`config.mk`:
```
export PLATFORM = sky130hd
export DESIGN_NAME = mul_share_arb
export DESIGN_NICKNAME = d
export VERILOG_FILES = /design/src/rtl/mul_share_pkg.sv /design/src/rtl/mul_share_arb_rr_arbiter.sv /design/src/rtl/mul_tc_16_16.sv /design/src/rtl/mul_share_arb.sv
export SDC_FILE = /design/constraint.sdc
export NUM_CORES = 1
export LEC_CHECK = 0
export BUFFER_PORTS_ARGS = -buffer_cell sky130_fd_sc_hd__buf_4
export CORE_MARGIN = 2
export CORE_UTILIZATION = 55
export CTS_BUF_LIST = sky130_fd_sc_hd__clkbuf_8
export CTS_CLUSTER_SIZE = 30
export DETAILED_ROUTE_END_ITERATION = 10
export PLACE_DENSITY_LB_ADDON = 0.05
export SETUP_SLACK_MARGIN = 0.2
export SYNTH_ARGS = -nofsm -noshare
export SYNTH_HDL_FRONTEND = slang
export SYNTH_HIERARCHICAL = 1
export SYNTH_SLANG_ARGS = --single-unit
```
`constraint.sdc`:
```
create_clock -name clk -period 5.6 [get_ports clk]
set_clock_uncertainty 0.2 [all_clocks]
set_input_delay 0.28 -clock clk [delete_from_list [all_inputs] [get_ports clk]]
set_output_delay 0.28 -clock clk [all_outputs]
set_load 0.02 [all_outputs]
```
`src/rtl/mul_share_pkg.sv`:
```
// Shared types and helpers for the shared-multiplier arbiter.
package mul_share_pkg;
  localparam int OP_W    = 16;
  localparam int PROD_W  = 32;
  localparam int MAX_REQ = 8;

  typedef struct packed {
    logic       found;
    logic [2:0] idx;
  } pick_t;

  // First set bit at or above ptr, wrapping at n-1 -> 0. Walking k downward
  // leaves the closest hit to ptr as the final assignment.
  function automatic pick_t rr_pick(input logic [MAX_REQ-1:0] valid,
                                    input logic [2:0] ptr, input int n);
    pick_t r;
    int    j;
    r = '0;
    for (int k = MAX_REQ - 1; k >= 0; k--) begin
      if (k < n) begin
        j = (int'(ptr) + k) % n;
        if (valid[j]) begin
          r.found = 1'b1;
          r.idx   = 3'(j);
        end
      end
    end
    return r;
  endfunction
endpackage

```
`src/rtl/mul_share_arb_rr_arbiter.sv`:
```
// Round-robin grant selection; purely combinational.
module rr_arbiter
  import mul_share_pkg::*;
#(
  parameter int NREQ = 4,
  parameter int ID_W = 2
) (
  input  logic [NREQ-1:0] req_i,
  input  logic [ID_W-1:0] ptr_i,
  output logic [NREQ-1:0] gnt_oh_o,
  output logic [ID_W-1:0] gnt_idx_o,
  output logic            any_o
);
  pick_t              pick;
  logic [MAX_REQ-1:0] req_ext;

  always_comb begin
    req_ext             = '0;
    req_ext[NREQ-1:0]   = req_i;
    pick                = rr_pick(req_ext, 3'(ptr_i), NREQ);
    any_o               = pick.found;
    gnt_idx_o           = ID_W'(pick.idx);
    gnt_oh_o            = '0;
    for (int i = 0; i < NREQ; i++)
      gnt_oh_o[i] = pick.found && (pick.idx == 3'(i));
  end
endmodule

```
`src/rtl/mul_tc_16_16.sv`:
```
// Combinational signed 16x16 multiplier with exact 32-bit product.
module mul_tc_16_16 (
  input  logic signed [15:0] a_i,
  input  logic signed [15:0] b_i,
  output logic signed [31:0] p_o
);
  assign p_o = a_i * b_i;
endmodule

```
`src/rtl/mul_share_arb.sv`:
```
// One signed 16x16 multiplier shared by NREQ requesters: round-robin grant,
// operand stage, product/output stage, results tagged with requester index.
module mul_share_arb
  import mul_share_pkg::*;
#(
  parameter int NREQ = 4,
  parameter int ID_W = 2
) (
  input  logic                   clk,
  input  logic                   rst,
  input  logic [NREQ-1:0]        req_valid,
  output logic [NREQ-1:0]        req_ready,
  input  logic [NREQ*OP_W-1:0]   req_a,
  input  logic [NREQ*OP_W-1:0]   req_b,
  output logic                   out_valid,
  input  logic                   out_ready,
  output logic [ID_W-1:0]        out_id,
  output logic [PROD_W-1:0]      out_product
);
  if (ID_W != $clog2(NREQ) || NREQ < 2 || NREQ > MAX_REQ) begin : g_param_chk
    $error("mul_share_arb: NREQ must be 2..8 and ID_W must equal clog2(NREQ)");
  end

  logic [NREQ-1:0][OP_W-1:0] a_arr, b_arr;
  logic [NREQ-1:0]           gnt_oh;
  logic [ID_W-1:0]           gnt_idx;
  logic                      gnt_any;

  logic [ID_W-1:0]   rr_ptr_q, rr_ptr_d;
  logic              s1_valid_q, s1_valid_d;
  logic [OP_W-1:0]   s1_a_q, s1_b_q;
  logic [ID_W-1:0]   s1_id_q, out_id_q;
  logic              out_valid_q, out_valid_d;
  logic [PROD_W-1:0] out_product_q;
  logic signed [PROD_W-1:0] prod;

  logic s2_free, s1_adv, s1_free, accept;

  assign a_arr = req_a;
  assign b_arr = req_b;

  rr_arbiter #(.NREQ(NREQ), .ID_W(ID_W)) u_arb (
    .req_i     (req_valid),
    .ptr_i     (rr_ptr_q),
    .gnt_oh_o  (gnt_oh),
    .gnt_idx_o (gnt_idx),
    .any_o     (gnt_any)
  );

  mul_tc_16_16 u_mul (
    .a_i (s1_a_q),
    .b_i (s1_b_q),
    .p_o (prod)
  );

  always_comb begin
    s2_free   = !out_valid_q || out_ready;
    s1_adv    = s1_valid_q && s2_free;
    s1_free   = !s1_valid_q || s2_free;
    req_ready = (gnt_any && s1_free && !rst) ? gnt_oh : '0;
    accept    = |(req_valid & req_ready);

    rr_ptr_d    = rr_ptr_q;
    if (accept)
      rr_ptr_d = (gnt_idx == ID_W'(NREQ - 1)) ? '0 : gnt_idx + 1'b1;
    s1_valid_d  = accept || (s1_valid_q && !s1_adv);
    out_valid_d = s1_adv || (out_valid_q && !out_ready);
  end

  always_ff @(posedge clk) begin
    if (rst) begin
      rr_ptr_q      <= '0;
      s1_valid_q    <= 1'b0;
      s1_a_q        <= '0;
      s1_b_q        <= '0;
      s1_id_q       <= '0;
      out_valid_q   <= 1'b0;
      out_id_q      <= '0;
      out_product_q <= '0;
    end else begin
      rr_ptr_q    <= rr_ptr_d;
      s1_valid_q  <= s1_valid_d;
      out_valid_q <= out_valid_d;
      if (accept) begin
        s1_a_q  <= a_arr[gnt_idx];
        s1_b_q  <= b_arr[gnt_idx];
        s1_id_q <= gnt_idx;
      end
      // Output regs only move on advance so they hold under backpressure.
      if (s1_adv) begin
        out_product_q <= prod;
        out_id_q      <= s1_id_q;
      end
    end
  end

  assign out_valid   = out_valid_q;
  assign out_id      = out_id_q;
  assign out_product = out_product_q;
endmodule

```
==> qor.txt, run 1 <==
================================================================================
Failing checks                                                      setup timing
Layout cell share with drive strength beyond 1                            0.3028
Max-Slew Margin vs Limit                                                  0.3452
Clock sink count                                                              72
Min-Delay Startpoint                                                   out_ready
Final nets                                                                  2265
CP Buf/Inv Count                                                               2
Critical path's slowest cell                                        sky130_fd_sc_hd__fa_2
Required time reported for the critical path endpoint                    5700 ps
Post-detailed-placement half-perimeter wirelength                       29.13 mm
Root cell of the clock tree                                         sky130_fd_sc_hd__clkbuf_8
Clock latency on the worst-skew pair                                      380 ps
Detailed-route via count                                                   11060
Most Frequent Cell on Critical Path                                 sky130_fd_sc_hd__fa_1
Sequential element share of the synthesized area                          0.1075
Maximum clock frequency                                               0.1642 GHz
Post-Place Cell Area                                                 0.01619 mm²
Hold_ws                                                                 22.69 ps
Reg2reg start                                                          s1_a_q[7]
Final critical-path setup slack                                        -492.0 ps
Warnings from Yosys                                                            6
Core area                                                            0.02411 mm²
Largest driver fanout on the critical path                                     8
Leading cell types by total area after synthesis                    sky130_fd_sc_hd__fa_1 39%, sky130_fd_sc_hd__dfxtp_1 11%, sky130_fd_sc_hd__inv_1 8.2%
Area occupied by multi-input gates                                   0.01102 mm²
Final RePlAce weighted congestion                                         0.8914
Routed wire length                                                      35.50 mm
Post-synthesis net count                                                    1961
IO Port Bufs                                                                 173
Startpoint type of the worst setup path                                 register
Number of detailed-routing iterations run before antenna repair                6
Die Y                                                                   160.2 µm
Min-delay worst type                                                primary input to register
Total negative setup slack                                              -4617 ps
Hold Path End                                                          out_valid
Fill cell count                                                             1974
Number of buffers created by CTS                                               9
Critical path cell sequence                                         and2_4 > fa_1 > inv_2 > fa_2 > fa_2 > fa_1 > inv_1 > fa_1 > fa_1 > ha_4 > a21o_1 > a221o_1 > a21oi_2 > o211ai_4 > or2_1 > a2111o_1 > o211ai_2 > nand2_1 > a21oi_1
Internal power                                                        0.001277 W
Global-route wire length before repair                                  58.09 mm
CTS H-Tree Depth                                                               3
Post-DRT Antenna Nets                                                          0
Max Transition Viols Final                                                     0
Worst Setup Path Type                                               register to register
TritonCTS clock tree                                                        done
Maximum count of clock buffers along a single path                             2
Static leakage                                                          8.611 nW
Count of flip-flops with a built-in enable after synthesis                     0
Final hold vios                                                                0
Initial DRC Count                                                            629
Cells after Synth                                                           1481
Die width                                                               160.2 µm
Placement Rows                                                                57
Transition time at the pin with the least slew margin                   979.9 ps
Wire per inst                                                           16.78 µm
Number of antenna violations at the first check in global routing              0
Number of global-route vias before repair                                  11590
Mean Syn Cell Area                                                     9.056 µm²
Setup crit end kind                                                     register
Arrival time reported for the critical path endpoint                     6200 ps
Setup repair after global routing missed its margin                         true
Global-route usage over all layers                                        0.2880
Shortest clock period the worst path allows after layout                 6092 ps
Remaining design rule violation count                                          0
Sw Ratio                                                                  0.3938
Worst hold path depth                                                          3
Power density over the cells                                        123.2 mW/mm²
VDD IR-drop max                                                     0.00009944 V
Final design area excluding fillers                                  0.01710 mm²
Result of the run                                                   finished, violations left
Mapped Area                                                          0.01341 mm²
Synthesis-stage register bit count                                            72
Fraction of power consumed by the clock network                            0.229
Proportion of power drawn by combinational gates                           0.484
Largest net degree at the start of global routing                             76
Worst R2R Setup Slack                                                    -490 ps
Post-layout total power                                               0.002106 W
Sequential Area                                                     0.001534 mm²
Primary FF master, synth                                            sky130_fd_sc_hd__dfxtp_1
Number of hold-repair buffers added at the cts stage                           0
Number of endpoints failing setup at the final stage                          16
Distinct cells, synth                                                         63
Largest incremental delay on the critical path                            570 ps
Final period utilization                                                   1.088
Synth-to-layout area growth                                               27.47%
Fraction of registers with async set or reset after synthesis                  0
Endpoint of the worst-slack reg-to-reg timing path                  out_product[25]
Top delay family on crit path                                        adder cells
Initial cell density of the core                                          0.5564
Area leader, netlist                                                sky130_fd_sc_hd__fa_1
Number of vias per cell after detailed routing                             5.228
Global route total overflow                                                    0
Place WS                                                               -598.1 ps
Total die area                                                       0.02565 mm²
Sequential share of power                                                  0.287
Top-count cell post-synth                                           sky130_fd_sc_hd__inv_1
Net switching power of the design                                    0.0008295 W
Clock transition at the registers of the reported paths                    90 ps
Cell count of the worst reg-to-reg path                                       19
Count of maximum capacitance violations                                        0
Area share of the largest cell type after synthesis                       0.3911
Top cells by instance count after synthesis                         292 x sky130_fd_sc_hd__inv_1, 270 x sky130_fd_sc_hd__nand2_1, 262 x sky130_fd_sc_hd__fa_1, 131 x sky130_fd_sc_hd__and2_1, 95 x sky130_fd_sc_hd__a21oi_1
Number of primary I/O pins                                                   174
================================================================================
-- worst register-to-register path: stages (launching register included) --
cell	delay [ps]
sky130_fd_sc_hd__dfxtp_4	390
sky130_fd_sc_hd__and2_4	170
sky130_fd_sc_hd__fa_1	550
sky130_fd_sc_hd__inv_2	50
sky130_fd_sc_hd__fa_2	570
sky130_fd_sc_hd__fa_2	470
sky130_fd_sc_hd__fa_1	550
sky130_fd_sc_hd__inv_1	50
sky130_fd_sc_hd__fa_1	450
sky130_fd_sc_hd__fa_1	540
sky130_fd_sc_hd__ha_4	210
sky130_fd_sc_hd__a21o_1	170
sky130_fd_sc_hd__a221o_1	400
sky130_fd_sc_hd__a21oi_2	200
sky130_fd_sc_hd__o211ai_4	140
sky130_fd_sc_hd__or2_1	260
sky130_fd_sc_hd__a2111o_1	370
sky130_fd_sc_hd__o211ai_2	70
sky130_fd_sc_hd__nand2_1	60
sky130_fd_sc_hd__a21oi_1	170
-- cells by family after synthesis --
logic type | synth area share
and+or+nand+nor | 0.1632
DFF | 0.1075
muxes | 0.05448
buffers and inverters | 0.1050
xor gates and xnor gates | 0.02024
AOI/OAI and AO/OA | 0.08117
adders and majority gates | 0.4685
-- power groups by stage --
| stage | combinational, W | clock, W | sequential, W |
|---|---|---|---|
| after global placement | 0.000936 | 0 | 0.000620 |
| after CTS | 0.00100 | 0.000493 | 0.000603 |
| after global routing | 0.00113 | 0.000511 | 0.000610 |
| after detailed placement | 0.000954 | 0 | 0.000621 |
| after floorplan | 0.000626 | 0 | 0.000601 |
| final | 0.00102 | 0.000482 | 0.000605 |
-- flip-flops by register name (all words and copies together) (netlist names) --
| signal | cells |
|---|---|
| out_id | 2 |
| out_product | 32 |
| out_valid | 1 |
| rr_ptr_q | 2 |
| s1_a_q | 16 |
| s1_b_q | 16 |
| s1_id_q | 2 |
| s1_valid_q | 1 |
-- area by class of cell --
class | instances | area share
antenna | 1 | 0.0001464
clock buffer | 10 | 0.008050
clock inverter | 6 | 0.004391
inverter | 292 | 0.06411
multi-input combinational | 1048 | 0.6445
sequential | 72 | 0.08972
tap | 324 | 0.02371
timing repair buffer | 362 | 0.1653
-- cells in the final DEF (no fill, tap or decap), types with 10 or more instances in the layout --
cell,count
sky130_fd_sc_hd__dfxtp_4,22
sky130_fd_sc_hd__inv_1,279
sky130_fd_sc_hd__a21oi_2,10
sky130_fd_sc_hd__dfxtp_1,42
sky130_fd_sc_hd__a21oi_1,85
sky130_fd_sc_hd__fa_1,248
sky130_fd_sc_hd__buf_4,340
sky130_fd_sc_hd__buf_6,19
sky130_fd_sc_hd__and2_1,120
sky130_fd_sc_hd__mux4_2,32
sky130_fd_sc_hd__a21o_1,14
sky130_fd_sc_hd__inv_2,13
sky130_fd_sc_hd__clkbuf_8,10
sky130_fd_sc_hd__fa_2,14
sky130_fd_sc_hd__xnor2_1,24
sky130_fd_sc_hd__nor2_1,29
sky130_fd_sc_hd__ha_1,74
sky130_fd_sc_hd__and2_4,11
sky130_fd_sc_hd__nand2_1,261
-- routing by layer --
metal	track usage	wire length, µm	vias up	part of all wire
met4	0.1052	1168	0	0.033
li1	-	-	5154	-
met1	0.3615	14610	5502	0.41
met5	0	0	-	0
met3	0.04831	1686	63	0.047
met2	0.5033	18030	338	0.51
-- per-stage QoR --
step / utilization / std cells
finish: 0.7092 / 2115
global route: 0.7091 / 2114
CTS: 0.6994 / 2103
detailed placement: 0.6718 / 2063
global placement: 0.6718 / 2063
floorplan: - / 1481
-- how the worst max path moves through the flow --
stage | from | endpoint | slack [ps] | cells past startpoint
3_3_place_gp | s1_b_q[6] | out_product[18] | -550 | 19
4_1_cts | s1_a_q[7] | out_product[25] | -490 | 19
2_1_floorplan | s1_b_q[13] | out_product[31] | -160 | 21
5_1_grt | s1_a_q[7] | out_product[29] | -640 | 19
6_report | s1_a_q[7] | out_product[25] | -490 | 19
3_5_place_dp | s1_b_q[6] | out_product[18] | -600 | 19
-- what timing repair did --
item                       CTS  global route
pin swaps                   54            32
resized for setup           80            38
buffers inserted            24            11
setup endpoints to repair   20            21
No activity file was read; power rests on OpenSTA's default activity.
==> run 2, diff against run 1 <==
--- a/config.mk
+++ b/config.mk
@@ -6,5 +6,5 @@
 export NUM_CORES = 1
 export LEC_CHECK = 0
-export BUFFER_PORTS_ARGS = -buffer_cell sky130_fd_sc_hd__buf_4
+export BUFFER_PORTS_ARGS = -buffer_cell sky130_fd_sc_hd__buf_2
 export CORE_MARGIN = 2
 export CORE_UTILIZATION = 55
==> constraint.sdc (replaced) <==
create_clock -name clk -period 5.6 [get_ports clk]
set_clock_uncertainty 0.2 [all_clocks]
set_input_delay 0.56 -clock clk [delete_from_list [all_inputs] [get_ports clk]]
set_output_delay 0.56 -clock clk [all_outputs]
set_load 0.02 [all_outputs]
==> run 2 against run 1 <==
Compared with the run above:
- the flow still finishes with violations (setup timing)
- highest routed layer unchanged
- combinational power barely moved
- critical path type unchanged
- first-iteration DRC count is 3.0% higher
- register-to-register slack is essentially flat
- largest power group unchanged
- maximum frequency grew 0.15%
- global-route usage grew 0.38 points
- core utilization fell by 1.2 points
- sequential share of layout area is 0.15 points higher
- largest cell class unchanged
- design area is 1.6% lower
- flip-flop and latch count is the same
==> qor.txt, run 2 (same netlist as run 1, synthesis figures left out) <==
================================================================================
Result of the run                                                   finished, violations left
Failing checks                                                      setup timing
Final critical-path setup slack                                        -482.9 ps   +9.106 ps
Final period utilization                                                   1.086   -0.001626
Highest-count cells in the layout ignoring fill and taps            278 x sky130_fd_sc_hd__inv_1, 261 x sky130_fd_sc_hd__nand2_1, 247 x sky130_fd_sc_hd__fa_1, 173 x sky130_fd_sc_hd__buf_2, 159 x sky130_fd_sc_hd__buf_4
Transition time at the pin with the least slew margin                    1186 ps   +206.1 ps
Power density over the cells                                        127.1 mW/mm²   +3.2%
Largest net degree at the start of global routing                             76   unchanged
Layout cell share with drive strength beyond 1                            0.3089   +0.006063
Min-Delay Startpoint                                                out_product[7]
Max-Slew Margin vs Limit                                                  0.2094   -0.1358
Setup crit end kind                                                     register
Min-delay worst type                                                register to register
Arrival time reported for the critical path endpoint                     6200 ps   about the same
Required time reported for the critical path endpoint                    5720 ps   +20 ps
Detailed-route via count                                                   11060   +0.0090%
Final nets                                                                  2259   -0.26%
Clock sink count                                                              72   unchanged
Initial cell density of the core                                          0.5564   unchanged
CTS H-Tree Depth                                                               3   unchanged
Setup repair after global routing missed its margin                         true
IO Port Bufs                                                                 173   unchanged
Post-layout total power                                               0.002138 W   +1.5%
Number of endpoints failing setup at the final stage                          15   -1
Number of hold-repair buffers added at the cts stage                           0   unchanged
Post-DRT Antenna Nets                                                          0   unchanged
Max Transition Viols Final                                                     0   unchanged
Routed wire length                                                      35.88 mm   +1.1%
Count of maximum capacitance violations                                        0   unchanged
Number of global-route vias before repair                                  11880   +2.5%
Root cell of the clock tree                                         sky130_fd_sc_hd__clkbuf_8
Endpoint of the worst-slack reg-to-reg timing path                  out_product[25]
Wire per inst                                                           17.01 µm   +1.4%
Total die area                                                       0.02565 mm²   unchanged
Critical Path Source                                                   s1_b_q[7]
Remaining design rule violation count                                          0   unchanged
Leading cell type in the layout, fill and taps excluded             sky130_fd_sc_hd__inv_1
Shortest clock period the worst path allows after layout                 6083 ps   -9.106 ps
Final RePlAce weighted congestion                                         0.8735   -2.0%
Placement Rows                                                                57   unchanged
TritonCTS clock tree                                                        done
Cell count of the worst reg-to-reg path                                       22   +3
Number of detailed-routing iterations run before antenna repair                5   -1
Clock transition at the registers of the reported paths                   100 ps   about the same
Number of flip-flops in the largest register                                  32   unchanged
Number of antenna violations at the first check in global routing              1   +1
Core area                                                            0.02411 mm²   unchanged
Final hold vios                                                                0   unchanged
Reg2reg start                                                          s1_b_q[7]
Clock latency on the worst-skew pair                                      390 ps   about the same
Global-route usage over all layers                                        0.2918   +0.003788
Number of buffers created by CTS                                               9   unchanged
Post-detailed-placement half-perimeter wirelength                       28.63 mm   -1.7%
Worst Setup Path Type                                               register to register
Maximum count of clock buffers along a single path                             2   unchanged
Number of primary I/O pins                                                   174   unchanged
Largest driver fanout on the critical path                                     4   -4
Global route total overflow                                                    0   unchanged
Hold Path End                                                       out_product[7]
Global-route wire length before repair                                  58.90 mm   +1.4%
Hold_ws                                                                 254.7 ps   +232.0 ps
Fill cell count                                                             1994   +1.0%
Die width                                                               160.2 µm   unchanged
Initial DRC Count                                                            648   +3.0%
Maximum clock frequency                                               0.1644 GHz   +0.15%
Static leakage                                                          8.496 nW   -1.3%
Number of vias per cell after detailed routing                             5.243   +0.29%
Synth-to-layout area growth                                               25.38%
VDD IR-drop max                                                      0.0001275 V   +28%
Startpoint type of the worst setup path                                 register
Worst R2R Setup Slack                                                    -480 ps   about the same
Die Y                                                                   160.2 µm   unchanged
Worst hold path depth                                                          2   -1
================================================================================
==> run 2: changes by cell type in the layout (fill, tap and decap cells not counted), sizes merged <==
cell      delta
buf          -6
bufinv       +1
clkinvlp     -1
==> run 2: power breakdown <==
| group | switching [W] | internal (W) |
|---|---|---|
| logic | 0.000528 | 0.000484 |
| registers | 0.0000564 | 0.000544 |
| clock network | 0.000255 | 0.000270 |
| total | 0.000839 | 0.00130 |
==> run 2: metal layers <==
layer / vias to the layer above / part of all wire / global-route usage
li1: 5156 / - / -
met2: 321 / 0.50 / 0.5087
met1: 5508 / 0.42 / 0.3660
met4: 0 / 0.033 / 0.1188
met3: 73 / 0.047 / 0.04364
met5: - / 0 / 0
==> run 2: worst max-delay path: stages (launching register included) <==
cell and delay, ps:
sky130_fd_sc_hd__dfxtp_4 400, sky130_fd_sc_hd__nand2_2 70, sky130_fd_sc_hd__fa_1 600, sky130_fd_sc_hd__inv_2 50
sky130_fd_sc_hd__fa_1 530, sky130_fd_sc_hd__inv_2 50, sky130_fd_sc_hd__fa_1 530, sky130_fd_sc_hd__inv_1 50
sky130_fd_sc_hd__fa_1 450, sky130_fd_sc_hd__fa_1 490, sky130_fd_sc_hd__inv_1 50, sky130_fd_sc_hd__fa_1 500
sky130_fd_sc_hd__inv_2 50, sky130_fd_sc_hd__ha_4 210, sky130_fd_sc_hd__buf_4 130, sky130_fd_sc_hd__a221o_1 410
sky130_fd_sc_hd__a21oi_2 200, sky130_fd_sc_hd__o211ai_4 130, sky130_fd_sc_hd__or2_1 270, sky130_fd_sc_hd__a2111o_1 380
sky130_fd_sc_hd__o211ai_2 70, sky130_fd_sc_hd__nand2_1 60, sky130_fd_sc_hd__a21oi_1 120
==> run 2: worst max path at each step <==
stage	slack [ps]	cells past startpoint	end
after floorplan	-160	21	out_product[31]
after global placement	-630	20	out_product[18]
after detailed placement	-700	20	out_product[18]
after CTS	-460	22	out_product[25]
after global routing	-640	21	out_product[29]
final	-480	22	out_product[25]
==> run 2: repair_timing <==
| action | CTS | global route |
|---|---|---|
| resized for setup | 70 | 75 |
| endpoints found under the setup margin | 20 | 20 |
| cloned | 0 | 0 |
| pin swaps | 46 | 63 |
| buffers inserted | 20 | 16 |
==> run 2: cell type report <==
class | count | area (µm²) | share of cell area
Sequential cell | 72 | 1534 | 0.09122
Antenna cell | 1 | 2.502 | 0.0001488
Tap cell | 324 | 405.4 | 0.02411
Multi-Input combinational cell | 1048 | 11150 | 0.6628
Clock buffer | 10 | 137.6 | 0.008185
Clock inverter | 6 | 97.59 | 0.005804
Timing Repair Buffer | 356 | 2395 | 0.1424
Inverter | 292 | 1099 | 0.06533
==> run 2: stage by stage <==
step	std cells	area (µm²)	setup WS (ps)	setup TNS [ps]	utilization
finish	2109	16820	-482.9	-4156	0.6976
global route	2109	16820	-643.6	-7031	0.6976
CTS	2092	16400	-458.8	-3935	0.6804
detailed placement	2056	15730	-697.8	-7624	0.6527
global placement	2056	15730	-626.4	-6334	0.6527
floorplan	1481	13870	-155.2	-417.4	-
==> run 3, diff against run 2 <==
Settings changed: CORE_ASPECT_RATIO set to 1.1.
==> run 3 against run 2 <==
Compared with the run above:
- the run still ends with setup timing left
- worst hold slack hardly changed
- highest routed layer unchanged
- critical path type unchanged
- count of clock-buffer cells in the layout decreased by 1
- sequential share of layout area is 0.11 points higher
- die area hardly changed
- critical path depth did not move
- maximum frequency rose by 0.18%
- combinational power hardly changed
- clock power shrank 7.2%
- wire length decreased by 0.38%
==> qor.txt, run 3 (same netlist as run 1, synthesis figures left out) <==
================================================================================
Final critical-path setup slack                                        -471.7 ps   +11.16 ps
Shortest clock period the worst path allows after layout                 6072 ps   -11.16 ps
Setup crit end kind                                                     register
Global routing met3 resource utilization                                 0.03295   -0.01069
Number of endpoints failing setup at the final stage                          16   +1
Final period utilization                                                   1.084   -0.001993
Largest net degree at the start of global routing                             76   unchanged
Global route total overflow                                                    0   unchanged
Worst R2R Setup Slack                                                    -470 ps   about the same
Endpoint of the worst-slack reg-to-reg timing path                  out_product[25]
Global-route usage over all layers                                        0.2969   +0.005064
Min-delay worst type                                                register to register
Post-DRT Antenna Nets                                                          0   unchanged
Initial cell density of the core                                          0.5625   +0.006102
Clock transition at the registers of the reported paths                   100 ps   about the same
Worst Setup Path Type                                               register to register
Maximum clock frequency                                               0.1647 GHz   +0.18%
Clock sink count                                                              72   unchanged
Post-detailed-placement half-perimeter wirelength                       29.63 mm   +3.5%
Clock latency on the worst-skew pair                                      400 ps   about the same
Core area                                                            0.02384 mm²   -1.1%
Post-Place Cell Area                                                 0.01578 mm²   +0.28%
Global-route wire length before repair                                  60.38 mm   +2.5%
Placement Rows                                                                59   +3.5%
Total negative setup slack                                              -4369 ps   -213.4 ps
Final hold vios                                                                0   unchanged
Final nets                                                                  2259   unchanged
Antenna Cells                                                                  0   -1
Number of vias per cell after detailed routing                             5.253   +0.19%
Die width                                                               152.9 µm   -4.5%
Failing checks                                                      setup timing
IO Port Bufs                                                                 173   unchanged
Die Y                                                                   167.8 µm   +4.8%
Largest driver fanout on the critical path                                     7   +3
Static leakage                                                          8.457 nW   -0.46%
Max-Slew Margin vs Limit                                                  0.3013   +0.09195
Final design area excluding fillers                                  0.01658 mm²   -1.4%
Max Transition Viols Final                                                     0   unchanged
Number of primary I/O pins                                                   174   unchanged
Area occupied by multi-input gates                                   0.01106 mm²   -0.79%
Global routing's busiest layer                                              met2
Number of detailed-routing iterations run before antenna repair                4   -1
Setup repair after global routing missed its margin                         true
Number of global-route vias before repair                                  12220   +2.9%
Min-Delay Startpoint                                                out_product[19]
Final RePlAce weighted congestion                                         0.9630   +10%
Leading cell type in the layout, fill and taps excluded             sky130_fd_sc_hd__inv_1
Arrival time reported for the critical path endpoint                     6200 ps   about the same
Place WS                                                               -513.2 ps   +184.6 ps
Routing usage on met2                                                     0.5557   +0.04701
Number of flip-flops in the largest register                                  32   unchanged
VDD IR-drop max                                                      0.0001094 V   -14%
Power density over the cells                                        125.8 mW/mm²   -1.1%
Number of buffers created by CTS                                               9   unchanged
Detailed-route via count                                                   10970   -0.76%
Transition time at the pin with the least slew margin                    1048 ps   -137.9 ps
Sequential Area                                                     0.001530 mm²   -0.24%
Hold_ws                                                                 254.5 ps   -0.2660 ps
Number of antenna violations at the first check in global routing              0   -1
Worst hold path depth                                                          2   unchanged
Startpoint type of the worst setup path                                 register
Layout cell share with drive strength beyond 1                            0.3021   -0.006726
Remaining design rule violation count                                          0   unchanged
M1 GR Usage                                                               0.3532   -0.01282
Result of the run                                                   finished, violations left
Number of hold-repair buffers added at the cts stage                           0   unchanged
Final Core Density                                                        0.6953   -0.002319
Wire per inst                                                           17.11 µm   +0.57%
Total die area                                                       0.02565 mm²   about the same
Fill cell count                                                             1998   +0.20%
Initial DRC Count                                                            519   -20%
Reg2reg start                                                          s1_a_q[7]
CTS H-Tree Depth                                                               3   unchanged
Highest-count cells in the layout ignoring fill and taps            279 x sky130_fd_sc_hd__inv_1, 259 x sky130_fd_sc_hd__nand2_1, 247 x sky130_fd_sc_hd__fa_1, 173 x sky130_fd_sc_hd__buf_2, 169 x sky130_fd_sc_hd__buf_4
Cell count of the worst reg-to-reg path                                       22   unchanged
Hold Path End                                                       out_product[19]
Required time reported for the critical path endpoint                    5730 ps   about the same
Synth-to-layout area growth                                               23.61%
TritonCTS clock tree                                                        done
Routed wire length                                                      35.74 mm   -0.38%
Maximum count of clock buffers along a single path                             2   unchanged
Root cell of the clock tree                                         sky130_fd_sc_hd__clkbuf_8
Count of maximum capacitance violations                                        0   unchanged
================================================================================
-- run 3: cell types whose count changed in the layout (fill, tap and decap cells not counted), moves of 3 or more --
cell and delta:
sky130_fd_sc_hd__buf_12 -5, sky130_fd_sc_hd__buf_4 +10, sky130_fd_sc_hd__buf_6 -4, sky130_fd_sc_hd__ha_1 +5
sky130_fd_sc_hd__ha_2 -3
-- run 3: stage by stage --
stage | power, W | std cells
6_report | 0.002085 | 2089
5_1_grt | 0.002234 | 2089
4_1_cts | 0.002087 | 2086
3_5_place_dp | 0.001549 | 2051
3_3_place_gp | 0.001529 | 2051
2_1_floorplan | 0.001227 | 1481
-- run 3: per-layer routing --
layer	part of all wire	wire length, µm
met5	0	0
met4	0.029	1036
met3	0.034	1215
met2	0.54	19340
met1	0.40	14150
-- run 3: worst max path at each step --
stage | start | endpoint | slack [ps] | depth (start not counted)
after CTS | s1_a_q[7] | out_product[25] | -450 | 22
after floorplan | s1_b_q[13] | out_product[31] | -160 | 21
after detailed placement | s1_b_q[6] | out_product[31] | -510 | 22
final | s1_a_q[7] | out_product[25] | -470 | 22
after global routing | s1_b_q[7] | out_product[29] | -690 | 22
after global placement | s1_a_q[7] | out_product[18] | -440 | 19
-- run 3: layout make-up --
cell class / count / area share
Inverter: 292 / 0.06611
Clock buffer: 9 / 0.007472
Timing Repair Buffer: 356 / 0.1393
Sequential cell: 72 / 0.09230
Multi-Input combinational cell: 1048 / 0.6670
Tap cell: 305 / 0.02302
Clock inverter: 7 / 0.004755
-- run 3: timing repair --
| action | 4_1_cts | 5_1_grt |
|---|---|---|
| pin swaps | 38 | 28 |
| resized for setup | 74 | 39 |
| endpoints found under the setup margin | 20 | 21 |
| setup buffers | 19 | 3 |
-- run 3: critical path, stage by stage (launching register included) --
cell,delay [ps]
sky130_fd_sc_hd__dfxtp_4,420
sky130_fd_sc_hd__nand2_4,60
sky130_fd_sc_hd__fa_1,570
sky130_fd_sc_hd__inv_2,60
sky130_fd_sc_hd__fa_1,520
sky130_fd_sc_hd__inv_2,40
sky130_fd_sc_hd__fa_1,540
sky130_fd_sc_hd__inv_2,40
sky130_fd_sc_hd__fa_1,480
sky130_fd_sc_hd__fa_1,500
sky130_fd_sc_hd__inv_1,50
sky130_fd_sc_hd__fa_1,490
sky130_fd_sc_hd__inv_2,50
sky130_fd_sc_hd__ha_4,210
sky130_fd_sc_hd__and3_4,150
sky130_fd_sc_hd__a221o_1,380
sky130_fd_sc_hd__a21oi_2,190
sky130_fd_sc_hd__o211ai_4,130
sky130_fd_sc_hd__or2_4,270
sky130_fd_sc_hd__a2111o_1,370
sky130_fd_sc_hd__o211ai_2,70
sky130_fd_sc_hd__nand2_1,80
sky130_fd_sc_hd__a21oi_2,120
-- run 3: where the power goes --
group | internal (W) | leakage [nW] | switching (W)
Sequential | 0.000544 | 0.603 | 0.0000602
Combinational | 0.000479 | 7.76 | 0.000515
Clock | 0.000211 | 0.0977 | 0.000276
Total | 0.00123 | 8.46 | 0.000851
